File: config.mk
export PLATFORM = sky130hd
export DESIGN_NAME = roi_axis_frame_source
export DESIGN_NICKNAME = d
export VERILOG_FILES = /design/src/rtl/roi_axis_frame_source.sv
export SDC_FILE = /design/constraint.sdc
export NUM_CORES = 1
export LEC_CHECK = 0
export ABC_CLOCK_PERIOD_IN_PS = 3500
export CAP_MARGIN = 25
export CORE_AREA = 2 2 86 88
export DETAILED_ROUTE_END_ITERATION = 10
export DIE_AREA = 0 0 88 90
export HOLD_SLACK_MARGIN = 0.15
export PLACE_DENSITY_LB_ADDON = 0.3
export SETUP_SLACK_MARGIN = 0.5
export SLEW_MARGIN = 20
export SYNTH_ARGS = -nofsm -noshare
export SYNTH_HDL_FRONTEND = slang
export SYNTH_SLANG_ARGS = --single-unit
File: constraint.sdc
create_clock -name clk -period 3.5 [get_ports clk]
set_clock_uncertainty 0.1 [all_clocks]
set_input_delay 0.525 -clock clk [delete_from_list [all_inputs] [get_ports clk]]
set_output_delay 0.525 -clock clk [all_outputs]
set_load 0.05 [all_outputs]
File: src/rtl/roi_axis_frame_source.sv
// AXI-Stream raster frame source: emits WIDTH x HEIGHT pixel frames with SOF on tuser and EOL on tlast.
// Supports single-shot or free-running frames, four test patterns and optional inter-line blanking.
module roi_axis_frame_source #(
  parameter int PIXEL_SIZE = 8,
  parameter int WIDTH      = 1920,
  parameter int HEIGHT     = 1080,
  parameter int HBLANK     = 0
) (
  input  logic                  clk,
  input  logic                  rst_n,
  input  logic                  i_start,
  input  logic [1:0]            i_pattern,
  input  logic [PIXEL_SIZE-1:0] i_const,
  input  logic                  i_continuous,
  input  logic                  i_stop,
  output logic                  o_busy,
  output logic                  o_frame_done,
  output logic [PIXEL_SIZE-1:0] o_m_axis_tdata,
  output logic                  o_m_axis_tvalid,
  output logic                  o_m_axis_tlast,
  output logic                  o_m_axis_tuser,
  input  logic                  i_m_axis_tready
);

  // state    | meaning
  // S_IDLE   | waiting for i_start, stream quiet
  // S_ACTIVE | presenting pixel (x,y), advancing on each beat
  // S_BLANK  | HBLANK idle cycles between lines
  // S_DONE   | one-cycle end of frame: frame_done pulse, restart or stop

  localparam int XW = (WIDTH > 1) ? $clog2(WIDTH) : 1;
  localparam int YW = (HEIGHT > 1) ? $clog2(HEIGHT) : 1;
  localparam int BW = (HBLANK > 1) ? $clog2(HBLANK) : 1;

  localparam logic [XW-1:0] X_LAST = XW'(WIDTH - 1);
  localparam logic [YW-1:0] Y_LAST = YW'(HEIGHT - 1);
  localparam logic [BW-1:0] B_INIT = BW'((HBLANK > 0) ? HBLANK - 1 : 0);

  typedef enum logic [1:0] {S_IDLE, S_ACTIVE, S_BLANK, S_DONE} state_t;

  state_t                state;
  logic [XW-1:0]         x;
  logic [YW-1:0]         y;
  logic [BW-1:0]         blank_cnt;
  logic [PIXEL_SIZE-1:0] frame_cnt;
  logic [1:0]            pattern_q;
  logic [PIXEL_SIZE-1:0] const_q;
  logic                  cont_q;
  logic                  stop_flag;

  // Checker bit 3 is taken from zero-extended coordinates so narrow x/y still work.
  function automatic logic [PIXEL_SIZE-1:0] pix(
    input logic [1:0]            p,
    input logic [PIXEL_SIZE-1:0] c,
    input logic [PIXEL_SIZE-1:0] f,
    input logic [XW-1:0]         px,
    input logic [YW-1:0]         py
  );
    case (p)
      2'd0:    pix = PIXEL_SIZE'(32'(px) + 32'(py));
      2'd1:    pix = (((32'(px) ^ 32'(py)) & 32'd8) != 32'd0) ? '1 : '0;
      2'd2:    pix = c;
      default: pix = f;
    endcase
  endfunction

  always_ff @(posedge clk or negedge rst_n) begin
    if (!rst_n) begin
      state           <= S_IDLE;
      x               <= '0;
      y               <= '0;
      blank_cnt       <= '0;
      frame_cnt       <= '0;
      pattern_q       <= '0;
      const_q         <= '0;
      cont_q          <= 1'b0;
      stop_flag       <= 1'b0;
      o_busy          <= 1'b0;
      o_frame_done    <= 1'b0;
      o_m_axis_tdata  <= '0;
      o_m_axis_tvalid <= 1'b0;
      o_m_axis_tlast  <= 1'b0;
      o_m_axis_tuser  <= 1'b0;
    end else begin
      o_frame_done <= 1'b0;
      if (i_stop && (state != S_IDLE)) stop_flag <= 1'b1;

      case (state)
        S_IDLE: begin
          stop_flag <= 1'b0;
          if (i_start) begin
            pattern_q       <= i_pattern;
            const_q         <= i_const;
            cont_q          <= i_continuous;
            x               <= '0;
            y               <= '0;
            state           <= S_ACTIVE;
            o_busy          <= 1'b1;
            o_m_axis_tvalid <= 1'b1;
            o_m_axis_tuser  <= 1'b1;
            o_m_axis_tlast  <= 1'b0;
            o_m_axis_tdata  <= pix(i_pattern, i_const, frame_cnt, '0, '0);
          end
        end

        S_ACTIVE: begin
          if (i_m_axis_tready) begin
            o_m_axis_tuser <= 1'b0;
            if (x == X_LAST) begin
              x              <= '0;
              o_m_axis_tlast <= 1'b0;
              if (y == Y_LAST) begin
                state           <= S_DONE;
                o_m_axis_tvalid <= 1'b0;
                o_frame_done    <= 1'b1;
              end else begin
                y <= y + 1'b1;
                if (HBLANK > 0) begin
                  state           <= S_BLANK;
                  o_m_axis_tvalid <= 1'b0;
                  blank_cnt       <= B_INIT;
                end else begin
                  o_m_axis_tdata <= pix(pattern_q, const_q, frame_cnt, '0, y + 1'b1);
                end
              end
            end else begin
              x              <= x + 1'b1;
              o_m_axis_tlast <= ((x + 1'b1) == X_LAST);
              o_m_axis_tdata <= pix(pattern_q, const_q, frame_cnt, x + 1'b1, y);
            end
          end
        end

        S_BLANK: begin
          if (blank_cnt == '0) begin
            state           <= S_ACTIVE;
            o_m_axis_tvalid <= 1'b1;
            o_m_axis_tdata  <= pix(pattern_q, const_q, frame_cnt, '0, y);
          end else begin
            blank_cnt <= blank_cnt - 1'b1;
          end
        end

        S_DONE: begin
          frame_cnt <= frame_cnt + 1'b1;
          y         <= '0;
          // A stop seen during this frame, including on its final beat, ends free-run here.
          if (cont_q && !stop_flag && !i_stop) begin
            pattern_q       <= i_pattern;
            const_q         <= i_const;
            state           <= S_ACTIVE;
            o_m_axis_tvalid <= 1'b1;
            o_m_axis_tuser  <= 1'b1;
            o_m_axis_tlast  <= 1'b0;
            o_m_axis_tdata  <= pix(i_pattern, i_const, frame_cnt + 1'b1, '0, '0);
          end else begin
            cont_q <= 1'b0;
            state  <= S_IDLE;
            o_busy <= 1'b0;
          end
        end

        default: state <= S_IDLE;
      endcase
    end
  end

endmodule

==> results.sh <==
export IMPL_status="completed"
export IMPL_hold_viol=0
export IMPL_period_needed_ns=2.906
export IMPL_first_pass_iters=5
export IMPL_ys_flop_type="dfrtp_1"
export IMPL_grt_pass1_vias=3730
export IMPL_crit_required_ns=3.63
export IMPL_dp_cells=583
export IMPL_slew_headroom_pct=53.93
export IMPL_drive_gt1_share_pct=11.09
export IMPL_fill_cells=584
export IMPL_critical_path_class="reg2reg"
export IMPL_rsz0062_at_grt="yes"
export IMPL_track_usage_pct=30.79
export IMPL_h_tree_depth=3
export IMPL_port_buffers=28
export IMPL_synth_edf_count=0
export IMPL_worst_pin_slew_ns=0.6910
export IMPL_grt_max_degree=30
export IMPL_cp_buffers_inverters=0
export IMPL_final_period_utilization_pct=83.03
export IMPL_clk_pin_slew_worst_paths_ns=0.07
export IMPL_place_ws_ns=0.4946
export IMPL_netlist_area_sq_um=4044
export IMPL_ys_warn_count=0
export IMPL_wire_per_inst_microns=19.39
export IMPL_io_pins=29
export IMPL_clock_latency_ns=0.34
export IMPL_synthXorXnorAreaFrac_pct=6.498
export IMPL_p_per_area_nw_per_um2=437.9
export IMPL_crit_path_end_kind="flop"
export IMPL_antennaDiodeCount=0
export IMPL_initial_utilization_pct=57.60
export IMPL_area_growth_synth_to_final_pct=16.34
export IMPL_nets=529
export IMPL_setup_viol=0
export IMPL_ant_nets=0
export IMPL_drtIter0Drc=395
export IMPL_die_y_microns=90
export IMPL_final_cells=604
export IMPL_cp_slowest_stage_delay_ns=0.72
export IMPL_yosys_area_share_simple_pct=19.96
export IMPL_dieWidth_microns=88
export IMPL_final_setup_worst_slack_ns=0.5939
export IMPL_critPathSlowestCell="dfrtp_1"
export IMPL_vias=3897
export IMPL_cp_max_fo=18
export IMPL_crit_family="simple AND/OR/NAND/NOR gates"
export IMPL_synthesis_nets=508
export IMPL_multi_input_area_sq_um=2455
export IMPL_ff_latch_area_sq_um=1426
export IMPL_antenna_found_initial=0
export IMPL_timing_hold_ws_ns=0.3740
export IMPL_globalplace_congestion=0.9447
export IMPL_cts_tree="done"
export IMPL_synth_distinct_cells=57
export IMPL_syn_area_per_cell_sq_um=8.442
export IMPL_fmax_mhz=344.1
export IMPL_cts_root_buf="clkbuf_8"
export IMPL_viasPerCell=6.452
export IMPL_p_leak_nw=2.063
export IMPL_synth_seq_cells=57
export IMPL_grt_overflow=0
export IMPL_hold_class="reg2reg"
export IMPL_dpl_hpwl_microns=8333
export IMPL_cts_buffer_depth=2
export IMPL_cap_violations=0
export IMPL_setup_worst_path_start_class="flop"
export IMPL_core_area_sq_um=7020
export IMPL_cts_buffers=9
export IMPL_drc=0
export IMPL_final_util_pct=67.01
export IMPL_synth_top_family_by_area="compound AO/OA/AOI/OAI gates"
export IMPL_wirelength_microns=11710
export IMPL_synth_fa_ha_area_share_pct=4.208
export IMPL_ys_async_sr_fraction_pct=100.0
export IMPL_crit_arrival_ns=3.03
export IMPL_synthMuxAreaShare_pct=6.683
export IMPL_synthCells=479
export IMPL_ys_seq_area_share_pct=35.27
export IMPL_dieArea_sq_um=7920
export IMPL_ir_drop_v=0.0003121
export IMPL_maxSlewViolCount=0
export IMPL_core_rowCount=31
export IMPL_tns_ns=0
export IMPL_grt_pass1_wl_microns=19020
export IMPL_cts_sinks=57
export IMPL_synth_compound_area_share_pct=22.93
export IMPL_crit_chain="nand2b_1 > a21o_1 > o21ai_0 > nand2_1 > mux2_2"
==> cells by family (layout without fill, tap and decap cells) <==
family	after synthesis	after routing
AO/OA/AOI/OAI	143	143
XOR/XNOR	30	30
adder cells (fa/ha/maj)	13	13
buffers and inverters	43	69
flip-flops	57	57
multiplexers	24	24
AND/OR/NAND/NOR	169	169
==> per-stage QoR <==
stage	total power [mW]	cell area, sq um
2_1_floorplan	1.079	4044
3_3_place_gp	1.222	4372
3_5_place_dp	1.234	4372
4_1_cts	2.046	4644
5_1_grt	2.146	4705
6_report	2.060	4705
==> worst min-delay path, stage by stage, from the launching register on <==
cell and delay, ns:
dfrtp_1 0.34, nand2_1 0.04, o21ai_0 0.05
==> layout by cell type (no fill, tap or decap), types with 14 or more instances in the layout <==
cell type        instances
a21oi_1                 24
nor2_1                  40
dfrtp_1                 57
xor2_1                  14
xnor2_1                 14
nand2_1                 52
clkdlybuf4s50_1         27
o21ai_0                 47
nand3_1                 19
mux2_2                  14
==> power by group <==
| group | internal (mW) | switching (mW) |
|---|---|---|
| sequential | 0.711 | 0.0590 |
| clock | 0.531 | 0.279 |
| combinational | 0.194 | 0.285 |
==> cell type report <==
cell class                      instances  share of cell area [%]
Timing Repair Buffer                   42                   8.404
Sequential cell                        57                   30.32
Tap cell                               99                   2.633
Inverter                               11                  0.8777
Clock inverter                          4                   2.074
Multi-Input combinational cell        379                   52.18
Clock buffer                           12                   3.511
==> worst paths after layout <==
check	cells after the start	from	slack (ns)	end
max reg2reg	5	state[0]	0.59	const_q[3]
min in group asynchronous	2	rst_n	0.66	frame_cnt[4]
max in group asynchronous	3	rst_n	1.80	y[2]
min	2	o_m_axis_tdata[0]	0.37	o_m_axis_tdata[0]
max	5	state[0]	0.59	const_q[3]
min reg2reg	2	o_m_axis_tdata[0]	0.37	o_m_axis_tdata[0]
==> cells in the mapped netlist, types with 3 or more instances <==
cell type  count  area, sq um
xor2_1        14        122.6
o221ai_1       4        35.03
dfrtp_1       57         1426
nor2b_1        4        25.02
a211oi_1       7        52.55
nand2_1       52        195.2
mux2i_1        9        90.09
a21o_1         5        37.54
o211ai_1      12        90.09
mux2_2        14        157.7
o31ai_1       12        90.09
xnor2_1       16        140.1
ha_1          12        150.1
clkbuf_1      27        101.4
inv_1         11        41.29
and3_1        12        75.07
or2_2          5        31.28
a22o_1         3        26.28
buf_2          3        15.01
a21boi_0       3        22.52
o21ai_0       47        235.2
nand4_1        4        25.02
o21a_1         3        22.52
a31oi_1        5        31.28
nand3_1       19        95.09
a21oi_1       24        120.1
nor2_1        40        150.1
nand2b_1       8        50.05
nor3_1        11        55.05
a211o_1        3        26.28
==> layer usage <==
layer | global-route usage, % | share of wire (%)
met3 | 5.785 | 8.1
met5 | 0 | 0
met1 | 42.39 | 42
met4 | 13.33 | 2.5
met2 | 46.97 | 47
==> registers in the layout, summed over array words and instances (netlist names) <==
signal / flops
const_q: 8
cont_q: 1
frame_cnt: 8
o_busy: 1
o_frame_done: 1
o_m_axis_tdata: 8
o_m_axis_tlast: 1
o_m_axis_tuser: 1
o_m_axis_tvalid: 1
pattern_q: 2
state: 2
stop_flag: 1
x: 11
y: 11
==> what timing repair did <==
item                                    4_1_cts  5_1_grt
hold buffers                                  1        0
gates resized for setup                       0        3
endpoints found under the hold margin        16        0
endpoints found under the setup margin        0        3
buffers inserted                              0        4
No activity file was read; power rests on OpenSTA's default activity.
